`src/rtl/dma_copier.sv`:
```
// -----------------------------------------------------------------------------
// dma_copier -- single-channel memory-to-memory word copier (bus initiator)
//
// Copies `len` 32-bit words from `src` to `dst`, one bus transaction in flight
// at a time: read a word, write it back out, advance both addresses by 4,
// repeat. Against a responder that answers one cycle after req the loop runs
// at four cycles per word (REQ, WAIT, REQ, WAIT).
//
// Ports
//   clk, rst            clock, synchronous active-high reset
//   start, src, dst,    command; sampled only while idle
//   len
//   busy                high whenever the engine is not idle
//   done                one-cycle pulse on successful completion
//   err, err_code,      sticky error status (1 = bus fault, 2 = timeout) and
//   err_addr            the bus address of the transaction that failed
//   addr, w_rb, acc,    registered bus request (w_rb: 1 write, 0 read)
//   wdata, req
//   rdata, resp, fault  bus response
// -----------------------------------------------------------------------------
`ifndef BUS_WIDTH
`define BUS_WIDTH 32
`endif
`ifndef BUS_ACC_WIDTH
`define BUS_ACC_WIDTH 2
`endif
`ifndef BUS_ACC_4B
`define BUS_ACC_4B 2'd2
`endif

module dma_copier #(
    parameter int TIMEOUT = 255,   // bus-wait cycles tolerated, 1..255
    parameter int AW      = 32
) (
    input  logic                      clk,
    input  logic                      rst,
    input  logic                      start,
    input  logic [AW-1:0]             src,
    input  logic [AW-1:0]             dst,
    input  logic [15:0]               len,
    output logic                      busy,
    output logic                      done,
    output logic                      err,
    output logic [1:0]                err_code,
    output logic [AW-1:0]             err_addr,
    output logic [AW-1:0]             addr,
    output logic                      w_rb,
    output logic [`BUS_ACC_WIDTH-1:0] acc,
    output logic [`BUS_WIDTH-1:0]     wdata,
    input  logic [`BUS_WIDTH-1:0]     rdata,
    output logic                      req,
    input  logic                      resp,
    input  logic                      fault
);

    typedef enum logic [2:0] {
        IDLE    = 3'd0,
        RD_REQ  = 3'd1,
        RD_WAIT = 3'd2,
        WR_REQ  = 3'd3,
        WR_WAIT = 3'd4,
        DONE    = 3'd5
    } state_t;

    localparam logic [1:0] ERR_NONE    = 2'd0;
    localparam logic [1:0] ERR_FAULT   = 2'd1;
    localparam logic [1:0] ERR_TIMEOUT = 2'd2;
    localparam logic [7:0] WAIT_LAST   = 8'(TIMEOUT - 1);

    state_t                  state_q,    state_d;
    logic [AW-1:0]           src_q,      src_d;
    logic [AW-1:0]           dst_q,      dst_d;
    logic [15:0]             rem_q,      rem_d;
    logic [7:0]              wait_q,     wait_d;
    logic [AW-1:0]           addr_q,     addr_d;
    logic                    w_rb_q,     w_rb_d;
    logic                    req_q,      req_d;
    logic [`BUS_WIDTH-1:0]   wdata_q,    wdata_d;
    logic                    err_q,      err_d;
    logic [1:0]              err_code_q, err_code_d;
    logic [AW-1:0]           err_addr_q, err_addr_d;

    always_comb begin
        state_d    = state_q;
        src_d      = src_q;
        dst_d      = dst_q;
        rem_d      = rem_q;
        wait_d     = wait_q;
        addr_d     = addr_q;
        w_rb_d     = 1'b0;
        req_d      = 1'b0;
        wdata_d    = wdata_q;
        err_d      = err_q;
        err_code_d = err_code_q;
        err_addr_d = err_addr_q;

        case (state_q)
            IDLE: begin
                if (start) begin
                    if (len != 16'd0) begin
                        src_d      = src;
                        dst_d      = dst;
                        rem_d      = len;
                        err_d      = 1'b0;
                        err_code_d = ERR_NONE;
                        state_d    = RD_REQ;
                    end else begin
                        state_d = DONE;
                    end
                end
            end

            RD_REQ: begin
                // addr_q still holds the address being presented this cycle
                if (fault) begin
                    err_d      = 1'b1;
                    err_code_d = ERR_FAULT;
                    err_addr_d = addr_q;
                    state_d    = IDLE;
                end else begin
                    wait_d  = 8'd0;
                    state_d = RD_WAIT;
                end
            end

            RD_WAIT: begin
                if (resp) begin
                    // The write-data register doubles as the read capture
                    // register: it is what WR_REQ drives onto the bus.
                    wdata_d = rdata;
                    state_d = WR_REQ;
                end else if (wait_q == WAIT_LAST) begin
                    err_d      = 1'b1;
                    err_code_d = ERR_TIMEOUT;
                    err_addr_d = addr_q;
                    state_d    = IDLE;
                end else begin
                    wait_d = wait_q + 8'd1;
                end
            end

            WR_REQ: begin
                if (fault) begin
                    err_d      = 1'b1;
                    err_code_d = ERR_FAULT;
                    err_addr_d = addr_q;
                    state_d    = IDLE;
                end else begin
                    wait_d  = 8'd0;
                    state_d = WR_WAIT;
                end
            end

            WR_WAIT: begin
                if (resp) begin
                    rem_d   = rem_q - 16'd1;
                    src_d   = src_q + AW'(4);
                    dst_d   = dst_q + AW'(4);
                    state_d = (rem_q == 16'd1) ? DONE : RD_REQ;
                end else if (wait_q == WAIT_LAST) begin
                    err_d      = 1'b1;
                    err_code_d = ERR_TIMEOUT;
                    err_addr_d = addr_q;
                    state_d    = IDLE;
                end else begin
                    wait_d = wait_q + 8'd1;
                end
            end

            DONE: begin
                state_d = IDLE;
            end

            default: begin
                state_d = IDLE;
            end
        endcase

        // Bus request outputs are registered from the next state so that
        // req/addr/w_rb are valid for exactly the cycle spent in a REQ state.
        // addr is left holding afterwards so the failing address is on hand.
        if (state_d == RD_REQ) begin
            req_d  = 1'b1;
            w_rb_d = 1'b0;
            addr_d = src_d;
        end else if (state_d == WR_REQ) begin
            req_d  = 1'b1;
            w_rb_d = 1'b1;
            addr_d = dst_d;
        end
    end

    always_ff @(posedge clk) begin
        if (rst) begin
            state_q    <= IDLE;
            src_q      <= '0;
            dst_q      <= '0;
            rem_q      <= '0;
            wait_q     <= '0;
            addr_q     <= '0;
            w_rb_q     <= 1'b0;
            req_q      <= 1'b0;
            wdata_q    <= '0;
            err_q      <= 1'b0;
            err_code_q <= ERR_NONE;
            err_addr_q <= '0;
        end else begin
            state_q    <= state_d;
            src_q      <= src_d;
            dst_q      <= dst_d;
            rem_q      <= rem_d;
            wait_q     <= wait_d;
            addr_q     <= addr_d;
            w_rb_q     <= w_rb_d;
            req_q      <= req_d;
            wdata_q    <= wdata_d;
            err_q      <= err_d;
            err_code_q <= err_code_d;
            err_addr_q <= err_addr_d;
        end
    end

    assign busy     = (state_q != IDLE);
    assign done     = (state_q == DONE);
    assign err      = err_q;
    assign err_code = err_code_q;
    assign err_addr = err_addr_q;
    assign addr     = addr_q;
    assign w_rb     = w_rb_q;
    assign req      = req_q;
    assign wdata    = wdata_q;
    assign acc      = `BUS_ACC_4B;

endmodule
```
`config.mk`:
```
export PLATFORM = sky130hd
export DESIGN_NAME = dma_copier
export DESIGN_NICKNAME = d
export VERILOG_FILES = /design/src/rtl/dma_copier.sv
export SDC_FILE = /design/constraint.sdc
export NUM_CORES = 1
export LEC_CHECK = 0
export CAP_MARGIN = 5
export CORE_ASPECT_RATIO = 0.7
export CORE_UTILIZATION = 55
export CTS_CLUSTER_DIAMETER = 60
export DETAILED_ROUTE_END_ITERATION = 6
export HOLD_SLACK_MARGIN = 0.08
export PLACE_DENSITY_LB_ADDON = 0.3
export SYNTH_ARGS = -nofsm -noshare
export SYNTH_HDL_FRONTEND = slang
export SYNTH_SLANG_ARGS = --single-unit
```
`constraint.sdc`:
```
create_clock -name clk -period 4.72 [get_ports clk]
set_clock_uncertainty 0.15 [all_clocks]
set_input_delay 1.18 -clock clk [delete_from_list [all_inputs] [get_ports clk]]
set_output_delay 1.18 -clock clk [all_outputs]
set_load 0.005 [all_outputs]
```
==> implementation parameters <==
Parameter                              Value

Synth
  Fraction of the mapped netlist area in compound gates ... roughly a quarter
  Synth Cell Area ... just under 10000 um^2
  Prevailing post-synth register cell ... sky130_fd_sc_hd__dfxtp_1
  Fraction of registers with async set/reset ... 0%
  Xor and xnor fraction of the mapped netlist area ... less than 1%
  Syn_nets ... ~1400
  Top cells by area, synth ... sky130_fd_sc_hd__dfxtp_1 40%, sky130_fd_sc_hd__nand2_1 8.2%, sky130_fd_sc_hd__a21oi_1 6.0%, sky130_fd_sc_hd__nor2_1 4.9%, sky130_fd_sc_hd__clkbuf_1 2.9%
  Average footprint of a synthesized cell ... slightly below 8 um^2
  Number of different library cells in the post-synthesis netlist ... 83
  Multiplexer share of the synthesized area ... about 2.4%
  Post-synth EDFFs ... 0
  Dominant combinational cell family by area after synthesis ... simple AND/OR/NAND/NOR gates
  Cells after synthesis ... 1235
  Number of warning messages in the yosys log ... 0
  Adder-Cell Fraction of Synth Area ... less than 1%
  Proportion of netlist area held by the largest area contributor ... around 40%
  Largest area contributor in the synthesized netlist ... sky130_fd_sc_hd__dfxtp_1
  Sequential area share after synthesis ... roughly 40%
  Number of flip-flops and latches in the synthesized netlist ... ~190
  Simple-Gate Fraction of Synth Area ... 27.37%

Power and ir drop
  Sequential share of power ... 45.6%
  Part of the power in combinational logic ... ~18%
  PD cells ... 320.9 nW/um^2
  Pleak ... approximately 4.4 nW
  Switch Pwr ... approximately 0.0013 W
  Cell internal power dissipation ... about 0.0028 W
  Sw frac ... ~31%
  Peak supply drop ... around 230 uV
  Clock share of power ... between 30% and 40%

STA
  Tightest Pin Transition ... ~1.1 ns
  Final Hold Fails ... 0
  Least setup slack across all paths after layout ... roughly 0.79 ns
  Slew headroom ... approximately 27%
  Maximum clock frequency ... 254.3 MHz
  Final-report setup violation count ... 0
  Max-slew violation count ... 0
  Final critical-path share of the clock period ... 83.33%
  Post-route setup TNS ... 0 ns
  Final min period ... around 4 ns
  RSZ-0062 raised after global routing ... false

Critical path
  Launch point of the critical path ... len[0]
  Max Fanout on Critical Path ... 28
  Startpoint of the worst-slack reg-to-reg timing path ... state_q[0]
  Reg2reg end ... addr[17]
  Critical path start-end classification ... input pin to flip-flop
  Data required time of the worst path ... 4.90 ns
  Critical path startpoint category ... input pin
  CP arrival ... slightly above 4 ns
  Type of element capturing the critical path ... flip-flop
  Number of cell instances on the worst register-to-register path ... 8
  Setup slack of the most critical reg-to-reg path ... around 1.5 ns

Min path
  Kind of path behind the tightest hold check ... flip-flop to flip-flop
  Origin of the worst min-delay path ... err_addr[27]
  Hold depth ... 2
  Hold-critical path endpoint ... err_addr[27]

Detailed routing
  Routed vias ... 10690
  Average wire length per cell after detail routing ... about 21 um
  Vias per cell ... 6.462
  Post-detailed-route count of antenna-violating nets ... 0
  Initial DRT Pass Iterations ... 7
  Drt first-iter violations ... roughly 1500
  Total wirelength of the detailed-routed design ... 34.42 mm
  Remaining routing DRC violations ... 19

Clocking
  Post-CTS Repair Setup Buffers ... 0
  TritonCTS clock tree ... yes
  Insertion delay of the later-clocked pin in the worst-skew pair ... between 0.4 and 0.5 ns
  Cts-stage hold buffer count ... 0
  Maximum level of the CTS H-tree ... 4
  Clock net sink count ... around 190
  Quantity of gates resized following cts ... 0
  TritonCTS buffer count ... 17
  Buffer cell driving the clock tree root ... sky130_fd_sc_hd__clkbuf_16
  Largest buffer count on any clock path ... 2
  Clock Pin Slew Worst Setup and Hold Paths ... 0.07 ns

Run status
  Violations in the final reports ... DRC
  Run status ... complete, but fails checks

Die
  Die outline area ... 18010 um^2
  Width of the die ... roughly 160 um
  Number of top-level pins ... ~220
  Initial Utilization ... a little under three fifths
  Num rows ... 40
  Die Height ... around 110 um
  Core area ... 17120 um^2

GRT
  Global-route usage over all layers ... 37.60%
  M1 GR Usage ... 52.12%
  Global-route met3 utilization ... between 10% and 20%
  Most used routing layer in global routing ... met2
  Number of global-route vias before repair ... 9515
  First-pass GRT wire length ... approximately 53 mm
  GR met2 Demand/Resource ... about 54%
  Final global-route overflow total ... 0
  Number of antenna violations at the first check in global routing ... 0
  Pin count of the biggest net entering global routing ... 75

Final layout
  Final net count ... between 1500 and 2000
  Sequential Area ... just under 4000 um^2
  Filler Cells Inserted ... approximately 1400
  Most common cell after layout, fill and taps aside ... sky130_fd_sc_hd__clkdlybuf4s50_1
  Commonest cells after routing, fill and taps aside ... 218 x sky130_fd_sc_hd__clkdlybuf4s50_1, 210 x sky130_fd_sc_hd__nand2_1, 192 x sky130_fd_sc_hd__dfxtp_1, 121 x sky130_fd_sc_hd__nor2_1, 116 x sky130_fd_sc_hd__a21oi_1
  Share of layout cells above drive strength 1 ... 7.514%
  Area used by multi-input combinational logic ... 5329 um^2
  Area delta synth->final ... 30.91%
  Antenna cell count ... 0

Placement
  Count of port buffers added during placement ... approximately 220
  Final HPWL from detailed placement ... 24.49 mm
  Final weighted congestion in routability-driven placement ... slightly below 1
  Worst-case setup slack after placement ... about 0.41 ns

Run
  Max capacitance violation total ... 0
worst max-delay path, cell delays in order:
cell                              delay [ns]
sky130_fd_sc_hd__clkdlybuf4s50_1        0.45
sky130_fd_sc_hd__or4_4                  0.61
sky130_fd_sc_hd__o41ai_4                0.38
sky130_fd_sc_hd__buf_4                  0.29
sky130_fd_sc_hd__nor2_2                 0.18
sky130_fd_sc_hd__buf_12                 0.21
sky130_fd_sc_hd__a22oi_1                0.29
sky130_fd_sc_hd__a21oi_1                0.14
sky130_fd_sc_hd__a221o_1                0.36
cell families (layout without fill, tap and decap cells):
kind of cell,after synthesis,in the layout
adder cells (fa/ha/maj),6,6
buffers and inverters,112,301
AO/OA/AOI/OAI,337,337
flip-flops,192,192
AND/OR/NAND/NOR,557,557
XOR/XNOR,7,7
multiplexers,22,22
other,2,2
state kept, by name, summed over array words and instances (netlist names):
name,count
wdata,32
err,1
state_q,3
err_addr,32
w_rb,1
addr,32
wait_q,8
src_q,32
rem_q,16
dst_q,32
req,1
err_code,2
metal layers:
layer	vias up	routed length, um
li1	4871	-
met1	4968	14120
met2	758	14080
met3	97	5039
met4	0	1180
met5	-	0
layout make-up:
| cell class | count | area share [%] |
|---|---|---|
| sequential | 192 | 30.55 |
| inverter | 14 | 0.4177 |
| tap | 231 | 2.297 |
| clock buffer | 18 | 3.491 |
| multi-input combinational | 931 | 42.36 |
| clock inverter | 14 | 1.233 |
| timing repair buffer | 255 | 19.65 |
per-stage QoR:
stage	hold WS (ns)	cells	util, %	instance area [um^2]	power (W)
after global placement	0.2879	1622	69.99	11980	0.002550
after floorplan	0.2857	1235	-	9610	0.002206
after global routing	0.3183	1655	73.50	12580	0.004151
after detailed placement	0.2942	1622	69.99	11980	0.002565
final	0.3019	1655	73.50	12580	0.004037
after CTS	0.3042	1654	73.46	12570	0.004003
Yosys cell counts (11+ instances only):
master	number
sky130_fd_sc_hd__nor4_1	23
sky130_fd_sc_hd__a22oi_1	14
sky130_fd_sc_hd__o21ai_0	52
sky130_fd_sc_hd__inv_1	12
sky130_fd_sc_hd__a211oi_1	17
sky130_fd_sc_hd__o22ai_1	11
sky130_fd_sc_hd__nand3_1	43
sky130_fd_sc_hd__mux2i_1	13
sky130_fd_sc_hd__nor2_1	125
sky130_fd_sc_hd__a21oi_1	116
sky130_fd_sc_hd__nor3_1	32
sky130_fd_sc_hd__and3_1	22
sky130_fd_sc_hd__nand2_1	210
sky130_fd_sc_hd__nand4_1	33
sky130_fd_sc_hd__clkbuf_1	73
sky130_fd_sc_hd__a311oi_1	11
sky130_fd_sc_hd__buf_2	14
sky130_fd_sc_hd__dfxtp_1	192
how the worst max path moves through the flow:
stage	endpoint	slack (ns)	cells after the start
after floorplan	addr[10]	1.22	8
after global placement	addr[3]	0.46	9
after detailed placement	addr[3]	0.41	9
after CTS	addr[3]	0.86	9
after global routing	addr[17]	0.72	8
final	addr[3]	0.79	9
power groups by stage:
| stage | Combinational, W | Clock, W | Sequential [W] |
|---|---|---|---|
| floorplan | 0.000381 | 0 | 0.00183 |
| global placement | 0.000687 | 0 | 0.00186 |
| detailed placement | 0.000698 | 0 | 0.00187 |
| CTS | 0.000705 | 0.00147 | 0.00183 |
| global route | 0.000774 | 0.00153 | 0.00185 |
| finish | 0.000729 | 0.00147 | 0.00184 |
No activity file was read; power rests on OpenSTA's default activity.
